**src/rtl/arith_pkg.sv**
```systemverilog
// Shared arithmetic definitions for the lab ALU datapath cells.
// Holds the serial subtractor FSM encoding and its default operand width.
package arith_pkg;

    localparam int unsigned SUB_DEFAULT_WIDTH = 8;

    typedef enum logic [1:0] {
        StIdle  = 2'd0,
        StShift = 2'd1,
        StDone  = 2'd2
    } sub_state_t;

endpackage

```
**src/rtl/fsc.sv**
```systemverilog
// Full-subtractor cell: one bit of a - b - borrow_in.
// Purely combinational.
module fsc (
    input  logic a,
    input  logic b,
    input  logic borrow_in,
    output logic diff,
    output logic borrow_out
);

    logic a_xor_b;

    always_comb begin
        a_xor_b    = a ^ b;
        diff       = a_xor_b ^ borrow_in;
        borrow_out = (~a & b) | (~a_xor_b & borrow_in);
    end

endmodule

```
**src/rtl/serial_sub.sv**
```systemverilog
// Bit-serial two's-complement subtractor: diff = a - b, LSB first, one bit per clock.
// A single fsc cell is iterated over WIDTH cycles with a registered borrow.
module serial_sub
    import arith_pkg::*;
#(
    parameter int unsigned WIDTH = SUB_DEFAULT_WIDTH
) (
    input  logic             clk,
    input  logic             rst_n,
    input  logic             start,
    input  logic [WIDTH-1:0] a,
    input  logic [WIDTH-1:0] b,
    output logic             busy,
    output logic             done,
    output logic [WIDTH-1:0] diff,
    output logic             borrow_out,
    output logic             overflow
);

    localparam int unsigned CntW = (WIDTH > 1) ? $clog2(WIDTH) : 1;
    localparam logic [CntW-1:0] LastCnt = CntW'(WIDTH - 1);

    sub_state_t       state_q, state_d;
    logic [CntW-1:0]  cnt_q, cnt_d;
    logic [WIDTH-1:0] a_sr_q, a_sr_d;
    logic [WIDTH-1:0] b_sr_q, b_sr_d;
    logic [WIDTH-1:0] res_q, res_d;
    logic             bor_q, bor_d;
    logic             a_msb_q, a_msb_d;
    logic             b_msb_q, b_msb_d;
    logic [WIDTH-1:0] diff_q, diff_d;
    logic             borrow_out_q, borrow_out_d;
    logic             overflow_q, overflow_d;

    logic cell_diff;
    logic cell_borrow;

    fsc u_fsc (
        .a          (a_sr_q[0]),
        .b          (b_sr_q[0]),
        .borrow_in  (bor_q),
        .diff       (cell_diff),
        .borrow_out (cell_borrow)
    );

    always_comb begin
        state_d      = state_q;
        cnt_d        = cnt_q;
        a_sr_d       = a_sr_q;
        b_sr_d       = b_sr_q;
        res_d        = res_q;
        bor_d        = bor_q;
        a_msb_d      = a_msb_q;
        b_msb_d      = b_msb_q;
        diff_d       = diff_q;
        borrow_out_d = borrow_out_q;
        overflow_d   = overflow_q;

        unique case (state_q)
            StIdle, StDone: begin
                if (start) begin
                    a_sr_d  = a;
                    b_sr_d  = b;
                    a_msb_d = a[WIDTH-1];
                    b_msb_d = b[WIDTH-1];
                    res_d   = '0;
                    bor_d   = 1'b0;
                    cnt_d   = '0;
                    state_d = StShift;
                end else begin
                    state_d = StIdle;
                end
            end
            StShift: begin
                // Result fills from the MSB end so the last bit lands at WIDTH-1.
                res_d          = res_q >> 1;
                res_d[WIDTH-1] = cell_diff;
                a_sr_d         = a_sr_q >> 1;
                b_sr_d         = b_sr_q >> 1;
                bor_d          = cell_borrow;
                cnt_d          = cnt_q + CntW'(1);
                if (cnt_q == LastCnt) begin
                    state_d      = StDone;
                    diff_d       = res_d;
                    borrow_out_d = cell_borrow;
                    overflow_d   = (a_msb_q != b_msb_q) && (cell_diff != a_msb_q);
                end
            end
            default: begin
                state_d = StIdle;
            end
        endcase
    end

    always_ff @(posedge clk or negedge rst_n) begin
        if (!rst_n) begin
            state_q      <= StIdle;
            cnt_q        <= '0;
            a_sr_q       <= '0;
            b_sr_q       <= '0;
            res_q        <= '0;
            bor_q        <= 1'b0;
            a_msb_q      <= 1'b0;
            b_msb_q      <= 1'b0;
            diff_q       <= '0;
            borrow_out_q <= 1'b0;
            overflow_q   <= 1'b0;
        end else begin
            state_q      <= state_d;
            cnt_q        <= cnt_d;
            a_sr_q       <= a_sr_d;
            b_sr_q       <= b_sr_d;
            res_q        <= res_d;
            bor_q        <= bor_d;
            a_msb_q      <= a_msb_d;
            b_msb_q      <= b_msb_d;
            diff_q       <= diff_d;
            borrow_out_q <= borrow_out_d;
            overflow_q   <= overflow_d;
        end
    end

    always_comb begin
        busy       = (state_q == StShift);
        done       = (state_q == StDone);
        diff       = diff_q;
        borrow_out = borrow_out_q;
        overflow   = overflow_q;
    end

endmodule

```
**config.mk**
```make
export PLATFORM = sky130hd
export DESIGN_NAME = serial_sub
export DESIGN_NICKNAME = d
export VERILOG_FILES = /design/src/rtl/arith_pkg.sv /design/src/rtl/fsc.sv /design/src/rtl/serial_sub.sv
export SDC_FILE = /design/constraint.sdc
export NUM_CORES = 1
export LEC_CHECK = 0
export ABC_AREA = 1
export CAP_MARGIN = 0
export CORE_ASPECT_RATIO = 0.8
export CORE_UTILIZATION = 37
export DETAILED_ROUTE_END_ITERATION = 6
export PLACE_DENSITY = 0.6
export SLEW_MARGIN = 20
export SYNTH_ARGS = -nofsm -noshare
export SYNTH_HDL_FRONTEND = slang
export SYNTH_SLANG_ARGS = --single-unit
```
**constraint.sdc**
```tcl
create_clock -name clk -period 1.3 [get_ports clk]
set_clock_uncertainty 0.05 [all_clocks]
set_input_delay 0.13 -clock clk [delete_from_list [all_inputs] [get_ports clk]]
set_output_delay 0.13 -clock clk [all_outputs]
set_load 0.02 [all_outputs]
```
# Word-level counts from Yosys, hierarchy flattened
# Cells that the tools add are included.
totals:
  reg_bits: 42
  word_cells: 46
op_classes:
  n_eq_ne: 7
  n_reduce_logical: 7
  addsub: 1
  n_bitwise: 7
  n_mux: 13
ops:
  columns: ["cell", "count"]
  rows:
  - ["case mux 8 bit (2 select lines)", 3]
  - ["2-to-1 mux 8 bit", 3]
  - ["case mux 3 bit (2 select lines)", 1]
  - ["AND reduction 2 bit", 3]
  - ["case mux 2 bit (2 select lines)", 1]
  - ["adder 3 x 1 -> 3 bit, second input constant", 1]
  - ["equality test 3 bit, second input constant", 1]
  - ["2-to-1 mux 3 bit", 1]
  - ["AND 1 bit", 2]
  - ["equality test 2 x 1 -> 1 bit, second input constant", 1]
  - ["equality test 2 bit, second input constant", 1]
  - ["logical NOT 2 bit", 1]
  - ["2-to-1 mux 1 bit", 2]
  - ["2-to-1 mux 2 bit", 1]
  - ["inequality test 1 bit", 2]
  - ["inequality test 2 x 1 -> 1 bit, second input constant", 1]
  - ["inequality test 2 bit, second input constant", 1]
  - ["inverter 1 bit", 2]
  - ["case mux 1 bit (2 select lines)", 1]
  - ["nonzero test 2 bit", 1]
  - ["OR reduction 2 bit", 1]
  - ["bitwise XOR 1 bit", 2]
  - ["logical AND 1 bit", 1]
  - ["OR 1 bit", 1]

# Logic depth before layout (Yosys ltp)
logic_depth:
  word_depth: 5
  ltp_mapped: 8
  mapped_depth_nobuf: 7

# Cells and area by module
# Synthesis repeated with hierarchy kept, for this count alone.
hier_totals:
  cells_unflattened: 233
  area_unflattened_um2: 1949.4
by_module_without_submodules:
  columns: ["mod", "seq_area_each_um2", "cells_each", "area_per_inst_um2", "instances"]
  rows:
  - ["serial_sub", 1026.0, 229, 1918.1, 1]
  - ["fsc", 0.0, 4, 31.3, 1]

# Worst setup path before layout
# Ideal clock, no wire load.
synth_timing:
  path_kind: "register to register"
  start: "register bor_q"
  end: "register overflow_q, in the netlist overflow"
  stages_incl_launch_ff: 8
  setup_time_ns: 0.116
  t_required_ns: 1.134
  period_less_slack_ns: 1.323
  arrival_time_ns: 1.157
  slack_ns: -0.023
  path_cell_list: "dfrtp_1 -> inv_1 -> fa_1 -> nor2_1 -> nand2_1 -> nand2_1 -> nand2_1 -> nand2_1"
synth_via:
  elab_chain_cells: 3
synth_lines:
  columns: ["item", "line", "rtl"]
  rows:
  - ["from (decl)", "serial_sub.sv:28", "logic bor_q, bor_d;"]
  - ["from (signal assigned)", "serial_sub.sv:114", "bor_q <= bor_d;"]
  - ["bitwise XOR 1 bit", "fsc.sv:15", "diff = a_xor_b ^ borrow_in;"]
  - ["via cell_diff", "serial_sub.sv:35", "logic cell_diff;"]
  - ["inequality test 1 bit", "serial_sub.sv:86", "overflow_d = (a_msb_q != b_msb_q) && (cell_diff != a_msb_q);"]
  - ["logical AND 1 bit", "serial_sub.sv:86", null]
  - ["to (signal assigned)", "serial_sub.sv:119", "overflow_q <= overflow_d;"]
  - ["to (decl)", "serial_sub.sv:33", "logic overflow_q, overflow_d;"]
# The timed path passes the listed nets, and every way through them passes these cells.
# A chain may end at the register's enable or synchronous reset.

# Final worst setup path
layout_timing:
  start: "register a_sr_q[0]"
  end: "register overflow_q, in the netlist overflow"
layout_via:
  elab_chain_cells: 4
layout_lines:
  columns: ["item", "line", "rtl"]
  rows:
  - ["from (decl)", "serial_sub.sv:25", "logic [WIDTH-1:0] a_sr_q, a_sr_d;"]
  - ["from (signal assigned)", "serial_sub.sv:111", "a_sr_q <= a_sr_d;"]
  - ["bitwise XOR 1 bit", "fsc.sv:14", "a_xor_b = a ^ b;"]
  - ["bitwise XOR 1 bit", "fsc.sv:15", null]
  - ["via cell_diff", "serial_sub.sv:35", null]
  - ["inequality test 1 bit", "serial_sub.sv:86", null]
  - ["logical AND 1 bit", "serial_sub.sv:86", null]
# The timed path passes the listed nets, and every way through them passes these cells.

==> flow_summary_export.csv <==
group,metric,value,unit
worst_setup_path,cp-startpoint,"a_sr_q[0]$_DFFE_PN0P_",
status,status,"finished, violations left",
final_layout,drive_gt1_share,20.8,%
grt,grt_util_met1,22.9,%
power_and_ir_drop,p_per_area,2570,nW/um^2
grt,gr-usage-all-layers,16.5,%
synth,syn_avg_cell_area,8.55,um^2
timing,min_period,1.38,ns
synth,ys_seq_area_share,51.9,%
synth,synthCells,231,
timing,finalWorstSetupSlack,-0.0799,ns
power_and_ir_drop,p_seq_share,32.1,%
final_layout,finalNonFillerCells,346,
routing,antenna_left,0,
synth,yosysMostFrequentCell,"nand2_1",
final_layout,multiInputGateArea,734,um^2
synth,synth_area_leaders,"dfrtp_1 52%, nand2_1 14%, inv_1 7.6%",
worst_setup_path,path_buf_inv,0,
grt,gr-usage-met3,3.67,%
final_layout,seq_area,1030,um^2
final_layout,area_delta_synth_final,34.3,%
hold_path,hold_class,"in -> async",
power_and_ir_drop,irDropWorstVdd,968,uV
routing,viasPerCell,4.53,
worst_setup_path,critPathRequiredTime,1.44,ns
place,dp_hpwl,2630,um
routing,first_iter_violations,118,
grt,grt_max_degree,42,
timing,hold_viol,0,
worst_setup_path,ff2ff_setup_slack,-0.08,ns
worst_setup_path,cp_slowest_cell,"fa_2",
floorplanning,die_h,67.4,um
synth,synth.top_cell.area_share,51.9,%
synth,syn-cell-area,1980,um^2
routing,dr.pass1.iters,4,
synth,synth_common_cells,"75 x nand2_1, 41 x dfrtp_1, 40 x inv_1, 29 x nand3_1, 8 x o21ai_2",
timing,worst_pin_slew,0.231,ns
power_and_ir_drop,p_clk_share,12.2,%
worst_setup_path,path_common_cell,"nand2_1",
timing,max_slew_margin,84.6,%
clock_network,clock-sinks,41,
grt,grt.busiest_layer,"met2",
worst_setup_path,end_kind,"register",
power_and_ir_drop,leakagePower,1.41,nW
worst_setup_path,r2r_cells,6,
timing,setup_violations,4,
floorplanning,die_width,83.7,um
floorplanning,rows,23,
grt,antenna_found_initial,0,
worst_setup_path,cp_num_cells,6,
grt,grt_use_met2,25.3,%
clock_network,cts-buffers-inserted,5,
routing,wl,4060,um
clock_network,cts.clk_slew.worst_paths,0.08,ns
place,placed_cells,331,
floorplanning,initial_core_util,39.0,%
timing,fin_crit_sh,106,%
power_and_ir_drop,p_sw,2.73,mW
synth,yosys.area.top_type,"dfrtp_1",
final_layout,diodes,0,
synth,async_flop_share,100,%
clock_network,insertion_delay,0.29,ns
worst_setup_path,rr_endpoint,"overflow$_DFFE_PN0P_",
floorplanning,pin_count,31,
run,maxCapViolCount,0,
place,post-place-ws,-0.124,ns
worst_setup_path,crit_end,"overflow$_DFFE_PN0P_",
worst_setup_path,arrival,1.52,ns
synth,ys_seq_elements,41,
routing,num_vias,1567,
power_and_ir_drop,power.switching_fraction,40.0,%
synth,synth_edf_count,0,
clock_network,root_buffer,"clkbuf_8",
timing,fmax,725,MHz
final_layout,num-nets-final,306,
place,numPortBuffers,30,
place,gp_congestion,0.719,
status,violations,"setup timing",
floorplanning,design.core.area,5060,um^2
synth,synth_cell_types,20,
worst_setup_path,critical_path.top_delay_family,"adder cells",
synth,synthesis.nets,253,
clock_network,clockBufferDepth,2,
worst_setup_path,critPathKind,"reg -> reg",
worst_setup_path,startpoint_type,"register",
final_layout,fillCellCount,483,
grt,first_global_vias,1534,
worst_setup_path,cp_cell_sequence,"fa_2 > nor2_2 > nand2_1 > nand2_1 > nand2_1 > nand2_1",
floorplanning,dieArea,5640,um^2
grt,grt_pass1_wl,7170,um
synth,ys_warn_count,0,
synth,ys.flop_type,"dfrtp_1",
worst_setup_path,r2r-start,"a_sr_q[0]$_DFFE_PN0P_",
timing,final_max_slew_viol_count,0,
routing,drc,0,
worst_setup_path,critical_path.max_stage_delay,0.58,ns
power_and_ir_drop,pwr-share-comb,55.7,%
clock_network,cts-htree-levels,2,
clock_network,cts_tree,"built",
timing,rsz0062_at_grt,"true",
grt,gr-total-overflow,0,
worst_setup_path,worst-path-max-fanout,3,
power_and_ir_drop,p_int,4.10,mW
routing,wl_per_cell,11.7,um
==> tightest hold or removal path: cells and delay by family <==
| kind | cells | cell delay (ns) |
|---|---|---|
| buf+inv | 3 | 0.87 |
==> flip-flops by register name, summed over array words and instances, names as in the netlist <==
register,flops
a_sr_q,8
b_sr_q,8
diff,8
res_q,7
cnt_q,3
state_q,2
a_msb_q,1
b_msb_q,1
bor_q,1
borrow_out,1
overflow,1
==> power groups by stage <==
| stage | Clock [mW] | Combinational [mW] | Sequential, mW |
|---|---|---|---|
| floorplan | 0 | 2.11 | 2.33 |
| global placement | 0 | 3.47 | 2.20 |
| detailed placement | 0 | 3.51 | 2.21 |
| CTS | 0.879 | 3.50 | 2.17 |
| global route | 0.932 | 4.29 | 2.27 |
| finish | 0.831 | 3.81 | 2.19 |
==> layer usage <==
| metal | wire length (um) | up-vias |
|---|---|---|
| li1 | - | 805 |
| met1 | 2050 | 731 |
| met2 | 1830 | 26 |
| met3 | 131 | 5 |
| met4 | 53 | 0 |
| met5 | 0 | - |
==> area by class of cell <==
cell class                      instances  area share [%]
Timing Repair Buffer                   54            21.1
Tap cell                               62            2.92
Sequential cell                        41            38.7
Multi-Input combinational cell        139            27.7
Clock buffer                            7            3.25
Inverter                               43            6.36
==> kinds of logic (layout without fill, tap and decap cells) <==
family,after synthesis,after routing,synth area share [%]
AO/OA/AOI/OAI,21,21,6.84
adder cells (fa/ha/maj),3,3,2.28
buffers and inverters,52,104,12.5
flip-flops,41,41,51.9
AND/OR/NAND/NOR,114,115,26.4
==> per-stage QoR <==
step	hold WS, ns	TNS (ns)	util (%)	power (mW)	instance area, um^2
2_1_floorplan	-0.216	-0.0229	-	4.45	1980
3_3_place_gp	0.0717	-0.614	48.5	5.67	2460
3_5_place_dp	0.0743	-0.751	48.5	5.72	2460
4_1_cts	0.285	-0.165	50.4	6.55	2550
5_1_grt	0.322	-0.697	52.4	7.50	2650
6_report	0.280	-0.170	52.4	6.83	2650
==> what timing repair did <==
| action | in CTS | in global routing |
|---|---|---|
| hold buffers | 1 | 0 |
| pin swaps | 1 | 1 |
| gates cloned | 1 | 0 |
| resized for setup | 22 | 22 |
| setup buffers | 1 | 5 |
| setup endpoints to repair | 25 | 28 |
| hold endpoints to repair | 41 | 0 |
==> worst min path at each step <==
stage,start,end,slack [ns]
after global placement,rst_n,b_sr_q[4]$_DFFE_PN0P_,0.07
final,rst_n,b_sr_q[4]$_DFFE_PN0P_,0.28
after global routing,rst_n,b_sr_q[4]$_DFFE_PN0P_,0.32
after floorplan,rst_n,a_msb_q$_DFFE_PN0P_,-0.22
after detailed placement,rst_n,b_sr_q[4]$_DFFE_PN0P_,0.07
after CTS,rst_n,b_sr_q[4]$_DFFE_PN0P_,0.28
==> placed cells by master (no fill, tap or decap), types with 3 or more instances in the layout <==
| master | instances |
|---|---|
| o21ai_1 | 6 |
| o21ai_2 | 9 |
| nand2_1 | 74 |
| nor2_2 | 3 |
| inv_2 | 3 |
| inv_1 | 38 |
| nand2_4 | 3 |
| o21ai_0 | 5 |
| buf_4 | 12 |
| clkdlybuf4s50_1 | 17 |
| buf_12 | 5 |
| nand3_1 | 29 |
| clkbuf_8 | 6 |
| buf_6 | 6 |
| dfrtp_1 | 41 |
| dlygate4sd2_1 | 10 |
Note: power is estimated with default switching activity, not from simulation.
